--- src/rtl/amp_pkg.sv ---
// amp_pkg: shared types and helpers for the programmable-gain amplifier
// controller.
//   amp_state_e : frame sequencer states (IDLE, SETUP, SHIFT, HOLD)
//   DEF_*       : default parameter values
//   frame_w()   : serial frame width from channel count and code width
//   cnt_w()     : bits needed for a counter running 0..n-1 (at least 1)
package amp_pkg;

  typedef enum logic [1:0] {
    IDLE  = 2'd0,
    SETUP = 2'd1,
    SHIFT = 2'd2,
    HOLD  = 2'd3
  } amp_state_e;

  localparam int unsigned DEF_NCH      = 32'd2;
  localparam int unsigned DEF_GAIN_W   = 32'd4;
  localparam int unsigned DEF_DIV      = 32'd2;
  localparam int unsigned DEF_CS_SETUP = 32'd1;
  localparam int unsigned DEF_CS_HOLD  = 32'd1;

  function automatic int unsigned frame_w(input int unsigned nch, input int unsigned gain_w);
    return nch * gain_w;
  endfunction

  // A counter that must reach n-1 without wrapping; one bit minimum so
  // that n=1 still yields a legal vector.
  function automatic int unsigned cnt_w(input int unsigned n);
    int unsigned w;
    if (n <= 32'd1) begin
      w = 32'd1;
    end else begin
      w = $clog2(n);
    end
    return w;
  endfunction

endpackage

--- src/rtl/amp_spi_shifter.sv ---
// amp_spi_shifter: SCK divider, bit counter and MOSI/MISO shift registers.
// Build option: AMP_READBACK_EN enables capture of miso into rx_data.
// Ports:
//   clk, rst_n  : clock, synchronous active-low reset
//   load        : latch din into the transmit register (frame accepted)
//   start       : begin shifting; next cycle SCK is low with bit W-1 on MOSI
//   din[W-1:0]  : frame to transmit, MSB first
//   miso        : serial data returned by the amplifier
//   sck, mosi   : registered SPI clock (idles low) and data
//   bit_done    : high in the final cycle of the last bit
//   rx_data     : word shifted in during the frame (0 without readback)
module amp_spi_shifter
  import amp_pkg::*;
#(
  parameter int unsigned W   = 32'd8,
  parameter int unsigned DIV = 32'd2
) (
  input  logic         clk,
  input  logic         rst_n,
  input  logic         load,
  input  logic         start,
  input  logic [W-1:0] din,
  input  logic         miso,
  output logic         sck,
  output logic         mosi,
  output logic         bit_done,
  output logic [W-1:0] rx_data
);

  localparam int unsigned DIV_CW = cnt_w(DIV);
  localparam int unsigned BIT_CW = cnt_w(W);
  localparam logic [DIV_CW-1:0] DIV_LAST = DIV_CW'(DIV - 32'd1);
  localparam logic [BIT_CW-1:0] BIT_LAST = BIT_CW'(W - 32'd1);

  logic [W-1:0]      tx_sr_r;
  logic [DIV_CW-1:0] div_cnt_r;
  logic [BIT_CW-1:0] bit_cnt_r;
  logic              active_r;
  logic              sck_r;
  logic              mosi_r;
  logic              bit_done_s;

  // Last cycle of the high phase of the final bit.
  assign bit_done_s = active_r && sck_r && (div_cnt_r == DIV_LAST) && (bit_cnt_r == BIT_LAST);

  // Shift engine: sck_r doubles as the phase flag (0 = low half, 1 = high half).
  always_ff @(posedge clk) begin
    if (!rst_n) begin
      tx_sr_r   <= '0;
      div_cnt_r <= '0;
      bit_cnt_r <= '0;
      active_r  <= 1'b0;
      sck_r     <= 1'b0;
      mosi_r    <= 1'b0;
    end else if (load) begin
      tx_sr_r <= din;
    end else if (start) begin
      active_r  <= 1'b1;
      sck_r     <= 1'b0;
      div_cnt_r <= '0;
      bit_cnt_r <= '0;
      mosi_r    <= tx_sr_r[W-1];
      tx_sr_r   <= tx_sr_r << 1;
    end else if (active_r) begin
      if (div_cnt_r == DIV_LAST) begin
        div_cnt_r <= '0;
        if (!sck_r) begin
          sck_r <= 1'b1;
        end else begin
          // Falling edge: either the frame ends (MOSI holds) or the next bit goes out.
          sck_r <= 1'b0;
          if (bit_cnt_r == BIT_LAST) begin
            active_r <= 1'b0;
          end else begin
            bit_cnt_r <= bit_cnt_r + 1'b1;
            mosi_r    <= tx_sr_r[W-1];
            tx_sr_r   <= tx_sr_r << 1;
          end
        end
      end else begin
        div_cnt_r <= div_cnt_r + 1'b1;
      end
    end else begin
      sck_r <= 1'b0;
    end
  end

`ifdef AMP_READBACK_EN
  logic [W-1:0] rx_sr_r;

  // Capture miso in the first cycle of each high phase (the cycle SCK rises).
  always_ff @(posedge clk) begin
    if (!rst_n) begin
      rx_sr_r <= '0;
    end else if (active_r && sck_r && (div_cnt_r == '0)) begin
      rx_sr_r <= {rx_sr_r[W-2:0], miso};
    end else begin
      rx_sr_r <= rx_sr_r;
    end
  end

  assign rx_data = rx_sr_r;
`else
  logic unused_miso;
  assign unused_miso = miso;
  assign rx_data     = '0;
`endif

  assign sck      = sck_r;
  assign mosi     = mosi_r;
  assign bit_done = bit_done_s;

endmodule

--- src/rtl/amp_gain_ctrl.sv ---
// amp_gain_ctrl: programs the channel gain codes of an SPI programmable-gain
// preamplifier in one frame and drives its shutdown pin.
// Build option: AMP_READBACK_EN captures the word shifted back on amp_dout
// into amp_rdata; without it amp_rdata stays 0. Timing is the same.
// Ports:
//   CLK50MHZ, RST    : clock, synchronous active-low reset
//   spi_sck/spi_mosi : SPI clock (idles low) and data, MSB first
//   amp_dout         : serial data from the amplifier
//   amp_cs           : chip select, active low
//   amp_shdn         : shutdown (1 = shut down), follows amp_shdn_req in IDLE
//   amp_trig         : one-cycle request to send amp_gain (accepted in IDLE)
//   amp_gain         : gain codes, channel NCH-1 in the MSBs
//   amp_shdn_req     : shutdown request level
//   amp_busy         : frame in progress
//   amp_done         : one-cycle pulse on return to IDLE
//   amp_rdata        : word shifted back by the amplifier
module amp_gain_ctrl
  import amp_pkg::*;
#(
  parameter int unsigned NCH      = DEF_NCH,
  parameter int unsigned GAIN_W   = DEF_GAIN_W,
  parameter int unsigned DIV      = DEF_DIV,
  parameter int unsigned CS_SETUP = DEF_CS_SETUP,
  parameter int unsigned CS_HOLD  = DEF_CS_HOLD
) (
  input  logic                    CLK50MHZ,
  input  logic                    RST,
  output logic                    spi_sck,
  output logic                    spi_mosi,
  input  logic                    amp_dout,
  output logic                    amp_cs,
  output logic                    amp_shdn,
  input  logic                    amp_trig,
  input  logic [NCH*GAIN_W-1:0]   amp_gain,
  input  logic                    amp_shdn_req,
  output logic                    amp_busy,
  output logic                    amp_done,
  output logic [NCH*GAIN_W-1:0]   amp_rdata
);

  localparam int unsigned W      = frame_w(NCH, GAIN_W);
  localparam int unsigned PH_MAX = (CS_SETUP > CS_HOLD) ? CS_SETUP : CS_HOLD;
  localparam int unsigned CNT_W  = cnt_w(PH_MAX);
  localparam logic [CNT_W-1:0] SETUP_LAST = CNT_W'(CS_SETUP - 32'd1);
  localparam logic [CNT_W-1:0] HOLD_LAST  = CNT_W'(CS_HOLD - 32'd1);

  amp_state_e     state_r;
  amp_state_e     next_state_s;
  logic [CNT_W-1:0] ph_cnt_r;
  logic           load_s;
  logic           start_s;
  logic           frame_end_s;
  logic           bit_done_s;
  logic [W-1:0]   rx_data_s;
  logic           cs_r;
  logic           busy_r;
  logic           done_r;
  logic           shdn_r;
  logic [W-1:0]   rdata_r;

  // State register.
  always_ff @(posedge CLK50MHZ) begin
    if (!RST) begin
      state_r <= IDLE;
    end else begin
      state_r <= next_state_s;
    end
  end

  // Cycle counter for the CS setup and hold phases; restarts on every state change.
  always_ff @(posedge CLK50MHZ) begin
    if (!RST) begin
      ph_cnt_r <= '0;
    end else if (state_r != next_state_s) begin
      ph_cnt_r <= '0;
    end else if ((state_r == SETUP) || (state_r == HOLD)) begin
      ph_cnt_r <= ph_cnt_r + 1'b1;
    end else begin
      ph_cnt_r <= ph_cnt_r;
    end
  end

  // Next-state logic; triggers outside IDLE are dropped.
  always_comb begin
    next_state_s = state_r;
    case (state_r)
      IDLE: begin
        if (amp_trig) begin
          next_state_s = SETUP;
        end else begin
          next_state_s = IDLE;
        end
      end
      SETUP: begin
        if (ph_cnt_r == SETUP_LAST) begin
          next_state_s = SHIFT;
        end else begin
          next_state_s = SETUP;
        end
      end
      SHIFT: begin
        if (bit_done_s) begin
          next_state_s = HOLD;
        end else begin
          next_state_s = SHIFT;
        end
      end
      HOLD: begin
        if (ph_cnt_r == HOLD_LAST) begin
          next_state_s = IDLE;
        end else begin
          next_state_s = HOLD;
        end
      end
      default: begin
        next_state_s = IDLE;
      end
    endcase
  end

  // Strobes to the shifter and the frame-end event.
  always_comb begin
    load_s      = (state_r == IDLE) && amp_trig;
    start_s     = (state_r == SETUP) && (ph_cnt_r == SETUP_LAST);
    frame_end_s = (state_r == HOLD) && (ph_cnt_r == HOLD_LAST);
  end

  // Registered outputs, derived from the upcoming state so they line up with it.
  always_ff @(posedge CLK50MHZ) begin
    if (!RST) begin
      cs_r    <= 1'b1;
      busy_r  <= 1'b0;
      done_r  <= 1'b0;
      shdn_r  <= 1'b1;
      rdata_r <= '0;
    end else begin
      cs_r   <= (next_state_s == IDLE);
      busy_r <= (next_state_s != IDLE);
      done_r <= frame_end_s;
      // Shutdown only changes between frames, so a frame is never cut short.
      if (state_r == IDLE) begin
        shdn_r <= amp_shdn_req;
      end else begin
        shdn_r <= shdn_r;
      end
      if (frame_end_s) begin
        rdata_r <= rx_data_s;
      end else begin
        rdata_r <= rdata_r;
      end
    end
  end

  amp_spi_shifter #(
    .W   (W),
    .DIV (DIV)
  ) u_shifter (
    .clk      (CLK50MHZ),
    .rst_n    (RST),
    .load     (load_s),
    .start    (start_s),
    .din      (amp_gain),
    .miso     (amp_dout),
    .sck      (spi_sck),
    .mosi     (spi_mosi),
    .bit_done (bit_done_s),
    .rx_data  (rx_data_s)
  );

  assign amp_cs    = cs_r;
  assign amp_busy  = busy_r;
  assign amp_done  = done_r;
  assign amp_shdn  = shdn_r;
  assign amp_rdata = rdata_r;

endmodule

--- config.mk ---
export PLATFORM = sky130hd
export DESIGN_NAME = amp_gain_ctrl
export DESIGN_NICKNAME = d
export VERILOG_FILES = /design/src/rtl/amp_pkg.sv /design/src/rtl/amp_spi_shifter.sv /design/src/rtl/amp_gain_ctrl.sv
export SDC_FILE = /design/constraint.sdc
export NUM_CORES = 1
export LEC_CHECK = 0
export ABC_AREA = 1
export CAP_MARGIN = 20
export CORE_ASPECT_RATIO = 0.7
export CORE_MARGIN = 2
export CORE_UTILIZATION = 55
export CTS_BUF_LIST = sky130_fd_sc_hd__clkbuf_2 sky130_fd_sc_hd__clkbuf_4 sky130_fd_sc_hd__clkbuf_8
export DETAILED_ROUTE_END_ITERATION = 6
export GPL_TIMING_DRIVEN = 0
export HOLD_SLACK_MARGIN = 0.02
export PLACE_DENSITY = 0.9
export SETUP_SLACK_MARGIN = 0.2
export SLEW_MARGIN = 40
export SYNTH_ARGS = -nofsm -noshare
export SYNTH_HDL_FRONTEND = slang
export SYNTH_SLANG_ARGS = --single-unit
--- constraint.sdc ---
create_clock -name CLK50MHZ -period 4.4 [get_ports CLK50MHZ]
set_input_delay 0.88 -clock CLK50MHZ [delete_from_list [all_inputs] [get_ports CLK50MHZ]]
set_output_delay 0.88 -clock CLK50MHZ [all_outputs]
set_load 0.005 [all_outputs]
# Yosys cells after proc, flatten, opt, wreduce, memory -nomap -nowiden
# Index checks and enable logic that the tools add are counted.
# totals
elab_cells	80
output_inout_bits	14
in_bits	13
register_bits	22
# op_classes
add_sub_neg	3
eq_ne	8
bitwise	3
reduce_logical	21
muxes	33
# ops
op	count
8-bit 2-to-1 mux	6
1-bit 2-to-1 mux	19
3-bit 2-to-1 mux	5
3-bit nonzero test	3
2-bit case mux with 4 select lines	1
2-bit nonzero test	4
1-bit logical AND	6
5-bit AND reduction	1
2-bit == test (second input constant)	2
2-bit logical NOT	2
2-bit 2-to-1 mux	2
2-bit AND reduction	2
4-bit AND reduction	1
3-bit by 1-bit adder with 3-bit output (second input constant)	1
3-bit == test (second input constant)	1
3-bit by 2-bit inequality test with 1-bit output (second input constant)	1
3-bit inequality test (second input constant)	1
1-bit NOT	3
1-bit adder (second input constant)	2
2-bit by 1-bit == test with 1-bit output (second input constant)	1
2-bit inequality test	1
2-bit inequality test (second input constant)	1
2-bit OR reduction	1
1-bit logical OR	1

# Depth between registers and ports, before layout
# Gate-level depths: netlist (run 1).
# depth
ltp_word	7
mapped_depth	10
depth_no_buf	9

# By module
# From an unflattened synthesis (run 1), not the netlist that was laid out.
# hier_totals
hier_cells	199
hier_area_um2	1502.7
# by_module_without_submodules
module	seq_area_each_um2	instances	cells_per_inst	area_each_um2
amp_spi_shifter	300.3	1	128	915.9
amp_gain_ctrl	300.3	1	71	586.8

# Worst setup path before layout (run 1)
# OpenSTA, ideal clock, no wires.
# synth_timing
kind	input-to-reg
startpoint	input port RST
endpoint	register shdn_r (netlist: amp_shdn)
path_buffers	2
stages	3
setup_time_ns	0.130
slack_ns	2.806
arrival_time_ns	1.464
required_ns	4.270
path_cell_list	clkbuf_1 > clkbuf_1 > nand3_1
# synth_lines
item	line	source
start: declaration	amp_gain_ctrl.sv:27	input logic RST,
end signal: assignment	amp_gain_ctrl.sv:142	shdn_r <= amp_shdn_req;
end signal: assignment	amp_gain_ctrl.sv:144	shdn_r <= shdn_r;
end: declaration	amp_gain_ctrl.sv:58	logic shdn_r;
# No word-level cell between the ends.

# Worst setup path after layout (run 1)
# layout_timing
startpoint	register u_shifter.sck_r (netlist: u_shifter.sck)
endpoint	output port spi_sck
# layout_lines
item	line	source
start: declaration	amp_spi_shifter.sv:39	logic sck_r;
start signal: assignment	amp_spi_shifter.sv:53	sck_r <= 1'b0;
start signal: assignment	amp_spi_shifter.sv:59	sck_r <= 1'b0;
start signal: assignment	amp_spi_shifter.sv:68	sck_r <= 1'b1;
end: declaration	amp_gain_ctrl.sv:28	output logic spi_sck,
# No word-level cell between the ends.

==> results.yml, run 1 <==
yosys:
  synth-seq-cells: 22
  synthTopCellsByArea: "dfxtp_1 (39%), nand2_1 (21%), nor2_1 (7.9%)"
  synth_cells: 175
  syn_area_per_cell_um2: 6.53
  yosysTopAreaCellShare: 0.385
  seq_area_frac_synth: 0.385
  synth_largest_area_cell: "dfxtp_1"
  synth_cell_type_count: 22
  async_flop_share: 0
  synth_top_cells_by_count: "nand2_1 (63), nor2_1 (24), dfxtp_1 (22)"
  synthesis.area_um2: 1140
  yosysWarningCount: 0
  synthMostInstantiatedCell: "nand2_1"
  synth-edff-count: 0
  ys.flop_type: "dfxtp_1"
cts:
  cts_resized: 0
  clkSinkCount: 22
  cts_tree: "built"
  post_cts_buffers: 0
  cts-root-buf: "clkbuf_4"
  cts_buffers: 3
  cts_buffer_depth: 2
  htreeDepth: 1
  holdBufCountCts: 0
  clock_latency_ns: 0.31
  clk_pin_slew_ns: 0.12
power_and_ir_drop:
  power_frac_clock: 0.214
  internal_power_mw: 0.299
  peakVddDrop_mv: 0.292
  power_frac_comb: 0.255
  power.switching_mw: 0.131
  p_per_area_nw_per_um2: 312
  p_seq_frac: 0.532
  switching_share: 0.305
  p_leak_nw: 0.708
drt:
  via_count: 1067
  first_pass_iters: 4
  wl_met3_um: 149
  wire_per_inst_um: 10.4
  drc: 0
  ant_nets: 0
  maxUsedRoutingLayer: "met4"
  drtIter0Drc: 45
  route.met2.wl_um: 1100
  wl_um: 2310
  vias_per_cell: 4.78
  drt-met1-wl_um: 1010
sta:
  final-setup-viol-count: 0
  maxSlewViolCount: 0
  max_freq_mhz: 486
  period_share: 0.468
  tns_ns: 0
  period_needed_ns: 2.06
  setup_ws_ns: 2.34
  skew_ns: 0.00415
  rsz0062_at_grt: "false"
  finalHoldViolCount: 0
placed_design:
  portBuffers: 16
  place_ws_ns: 2.25
  hpwl_um: 1710
  gp_congestion: 0.801
  placed_cell_area_um2: 1360
global_route:
  antenna_found_initial: 0
  grt_first_pass_wirelength_um: 3740
  grt_max_degree: 12
  grtUsageTotal: 0.202
  first_global_vias: 908
  grt_overflow_total: 0
die:
  num_rows: 13
  core_area_um2: 1900
  io_pins: 27
  die_w_um: 58.5
  initial_core_util: 0.601
  die_y_um: 42.2
  die-area_um2: 2470
setup_path:
  endpoint_kind: "output port"
  critPathRequiredTime_ns: 3.52
  crit_chain: "clkdlybuf4s50_1"
  path_buf_inv: 1
  cp-start-kind: "register"
  cp_data_arrival_time_ns: 1.18
  worst-setup-path-type: "reg2out"
  crit_family: "buffers and inverters"
  path_max_fanout: 3
  cpMaxStageDelayCell: "clkdlybuf4s50_1"
  max_stage_delay_ns: 0.50
cells_and_area:
  nets: 218
  design_area_um2: 1380
  area.growth.synth_to_final_pct: 20.7
  drive_gt1_frac: 0.0995
  diodes: 0
  final_util: 0.725
run:
  max-cap-violations: 0
hold_path:
  min_path_type: "reg2reg"
run_status:
  outcome: "finished clean"
## flip-flops by register name (all words and copies together) (netlist names)
name and flops:
ph_cnt_r 1, amp_done 1, u_shifter.active_r 1, u_shifter.sck 1, u_shifter.bit_cnt_r 3, u_shifter.mosi 1, state_r 2, amp_cs 1
amp_shdn 1, u_shifter.tx_sr_r 8, u_shifter.div_cnt_r 1, amp_busy 1
## stage by stage
stage	hold slack [ns]	total power, mW	instances
floorplan	0.447	0.307	182
global placement	0.457	0.335	220
detailed placement	0.475	0.341	220
CTS	0.492	0.431	223
global route	0.517	0.457	223
finish	0.490	0.430	223
## cell type report
class,instances,area (um2)
Fill cell,172,523
Buffer,13,91.3
Timing Repair Buffer,16,160
Inverter,22,82.6
Clock buffer,3,22.5
Multi-Input combinational cell,125,556
Sequential cell,22,440
Tap cell,22,27.5
## cell usage in the layout (no fill, tap or decap), drive strengths merged
cell type	n
nor3	3
o21ai	5
nand2	65
a21oi	5
ha	2
conb	8
clkdlybuf4s50	16
nor2	26
nand4	1
clkinv	1
dfxtp	22
clkbuf	5
nand3	10
inv	21
buf	11
## layer usage
layer	vias to the layer above	GRT usage
met5	-	0
met3	8	0.0648
met4	0	0.0837
li1	564	-
met1	462	0.249
met2	33	0.321
## final timing paths
| kind | slack [ns] | from | depth (start not counted) | endpoint |
|---|---|---|---|---|
| worst max-delay path | 2.34 | u_shifter.sck | 1 | spi_sck |
| worst min-delay path | 0.49 | ph_cnt_r | 2 | ph_cnt_r |
| worst max register to register | 2.76 | u_shifter.bit_cnt_r[0] | 9 | u_shifter.tx_sr_r[4] |
| worst min register to register | 0.49 | ph_cnt_r | 2 | ph_cnt_r |
## cell families (layout without fill, tap and decap cells)
kind of cell               after synthesis  after routing  share of synthesized area
other                                    1              8                    0.00328
AOI/OAI and AO/OA                       10             10                     0.0438
adders and majority gates                2              2                     0.0219
and+or+nand+nor                        105            105                      0.394
DFF                                     22             22                      0.385
buffers and inverters                   35             54                      0.152
## power groups by stage
stage               sequential (mW)  combinational [mW]  clock [mW]
floorplan                     0.231              0.0762           0
global placement              0.231               0.104           0
detailed placement            0.233               0.108           0
CTS                           0.229               0.110      0.0933
global route                  0.230               0.124       0.103
finish                        0.229               0.110      0.0919
Power figures use the tool's default switching activity.
==> run 2, diff against run 1 <==
--- a/config.mk
+++ b/config.mk
@@ -9,12 +9,12 @@
 export CAP_MARGIN = 20
 export CORE_ASPECT_RATIO = 0.7
 export CORE_MARGIN = 2
-export CORE_UTILIZATION = 55
+export CORE_UTILIZATION = 46
 export CTS_BUF_LIST = sky130_fd_sc_hd__clkbuf_2 sky130_fd_sc_hd__clkbuf_4 sky130_fd_sc_hd__clkbuf_8
 export DETAILED_ROUTE_END_ITERATION = 6
 export GPL_TIMING_DRIVEN = 0
 export HOLD_SLACK_MARGIN = 0.02
-export PLACE_DENSITY = 0.9
+export PLACE_DENSITY = 0.81
 export SETUP_SLACK_MARGIN = 0.2
 export SLEW_MARGIN = 40
 export SYNTH_ARGS = -nofsm -noshare
==> constraint.sdc (replaced) <==
create_clock -name CLK50MHZ -period 1.79 [get_ports CLK50MHZ]
set_input_delay 0.358 -clock CLK50MHZ [delete_from_list [all_inputs] [get_ports CLK50MHZ]]
set_output_delay 0.358 -clock CLK50MHZ [all_outputs]
set_load 0.005 [all_outputs]
==> run 2 against run 1 <==
Compared with the run above: core utilization decreased by 13 points; sequential share of layout area fell by 0.80 points; flip-flop and latch count did not move; non-clock buffer count is 1 higher; critical path type unchanged; critical endpoint unchanged; highest routed layer is now met3.
==> results.yml, run 2 (synthesis results as in run 1) <==
placed_design:
  place_ws_ns: 0.204
  gp_congestion: 0.799
  portBuffers: 16
  hpwl_um: 1550
cells_and_area:
  layout_commonest_cell: "nand2_1"
  top_regs: "u_shifter.tx_sr_r x8, u_shifter.bit_cnt_r x3, state_r x2"
  nets: 219
  layout_common_cells: "nand2_1 (63), nor2_1 (23), inv_1 (19), dfxtp_1 (19), clkdlybuf4s50_1 (16)"
  largest-register: "u_shifter.tx_sr_r"
  diodes: 0
  area.growth.synth_to_final_pct: 24.8
  largest_register_ffs: 8
  drive_gt1_frac: 0.133
cts:
  clkSinkCount: 22
  cts_buffers: 3
  cts_tree: "built"
  htreeDepth: 1
  clock_latency_ns: 0.31
  cts-root-buf: "clkbuf_4"
  cts_buffer_depth: 2
  clk_pin_slew_ns: 0.12
sta:
  period_share: 0.848
  tns_ns: 0
  maxSlewViolCount: 0
  max_freq_mhz: 659
  rsz0062_at_grt: "false"
  period_needed_ns: 1.52
  finalHoldViolCount: 0
  skew_ns: 0.00420
  final-setup-viol-count: 0
  setup_ws_ns: 0.272
  hold_ws_ns: 0.372
setup_path:
  cpMaxStageDelayCell: "clkdlybuf4s50_1"
  cp_data_arrival_time_ns: 1.16
  crit_chain: "clkdlybuf4s50_1"
  worst-setup-path-type: "reg2out"
  endpoint_kind: "output port"
  path_buf_inv: 1
  cp-start-kind: "register"
  max_stage_delay_ns: 0.49
  critPathRequiredTime_ns: 1.43
  crit_family: "buffers and inverters"
  path_max_fanout: 3
global_route:
  antenna_found_initial: 0
  grt_first_pass_wirelength_um: 3510
  grtUsageTotal: 0.159
  grt_overflow_total: 0
  grt_max_degree: 13
  first_global_vias: 791
drt:
  wl_um: 2200
  ant_nets: 0
  vias_per_cell: 4.45
  drtIter0Drc: 55
  via_count: 1055
  drc: 0
  first_pass_iters: 6
  wire_per_inst_um: 9.28
die:
  die_w_um: 63.6
  die_y_um: 45.7
  io_pins: 27
  core_area_um2: 2400
  num_rows: 15
  initial_core_util: 0.476
  die-area_um2: 2910
power_and_ir_drop:
  p_leak_nw: 0.722
  peakVddDrop_mv: 0.557
  p_per_area_nw_per_um2: 774
hold_path:
  min_path_type: "in2reg"
run:
  max-cap-violations: 0
run_status:
  outcome: "finished clean"
-- run 2: cell count changes in the layout (fill, tap and decap cells not counted), sizes merged --
| cell | before | now |
|---|---|---|
| clkbuf | 5 | 6 |
| buf | 11 | 12 |
-- run 2: worst reg2reg max path: stages, from the launching register on --
cell	delay, ns
dfxtp_1	0.34
ha_1	0.20
ha_1	0.20
inv_2	0.08
nand2_1	0.08
nor2_4	0.15
buf_4	0.12
nand3_1	0.06
nand2_1	0.07
nand2_1	0.05
nor2_1	0.12
-- run 2: worst paths after layout --
| check | start | to | slack, ns | cells after the start |
|---|---|---|---|---|
| max | u_shifter.sck | spi_sck | 0.27 | 1 |
| min | RST | u_shifter.tx_sr_r[4] | 0.37 | 3 |
| max reg2reg | u_shifter.bit_cnt_r[0] | u_shifter.bit_cnt_r[0] | 0.28 | 10 |
| min reg2reg | ph_cnt_r | ph_cnt_r | 0.48 | 2 |
-- run 2: repair_timing --
action / CTS / global route
setup buffers: 0 / 1
resized for setup: 0 / 6
hold buffers: 0 / 0
hold endpoints to repair: 0 / 0
setup endpoints to repair: 0 / 9
-- run 2: final cells by class --
| class | instances | area, um2 |
|---|---|---|
| repair buffers | 17 | 168 |
| fillers | 236 | 975 |
| flip-flops and latches | 22 | 444 |
| well taps | 34 | 42.5 |
| plain buffers | 13 | 91.3 |
| inverters | 22 | 82.6 |
| clock buffers | 4 | 36.3 |
| multi-input cells | 125 | 563 |
-- run 2: report_power, final --
| part | leakage, nW | switching [mW] | internal (mW) | total [mW] |
|---|---|---|---|---|
| combinational | 0.519 | 0.143 | 0.123 | 0.266 |
| sequential | 0.182 | 0.0263 | 0.534 | 0.561 |
| clock | 0.0210 | 0.154 | 0.124 | 0.279 |
-- run 2: layer usage --
metal | vias to the layer above | track usage | share of wire
li1 | 572 | - | -
met1 | 445 | 0.211 | 0.50
met2 | 38 | 0.246 | 0.42
met3 | 0 | 0.0644 | 0.076
met4 | 0 | 0.0391 | 0
met5 | - | 0 | 0
-- run 2: per-stage QoR --
| stage | std cells | instance area (um2) | power (mW) | util |
|---|---|---|---|---|
| floorplan | 182 | 1170 | 0.754 | - |
| global placement | 232 | 1370 | 0.828 | 0.571 |
| detailed placement | 232 | 1370 | 0.834 | 0.571 |
| CTS | 236 | 1410 | 1.11 | 0.586 |
| global route | 237 | 1430 | 1.18 | 0.594 |
| finish | 237 | 1430 | 1.11 | 0.594 |
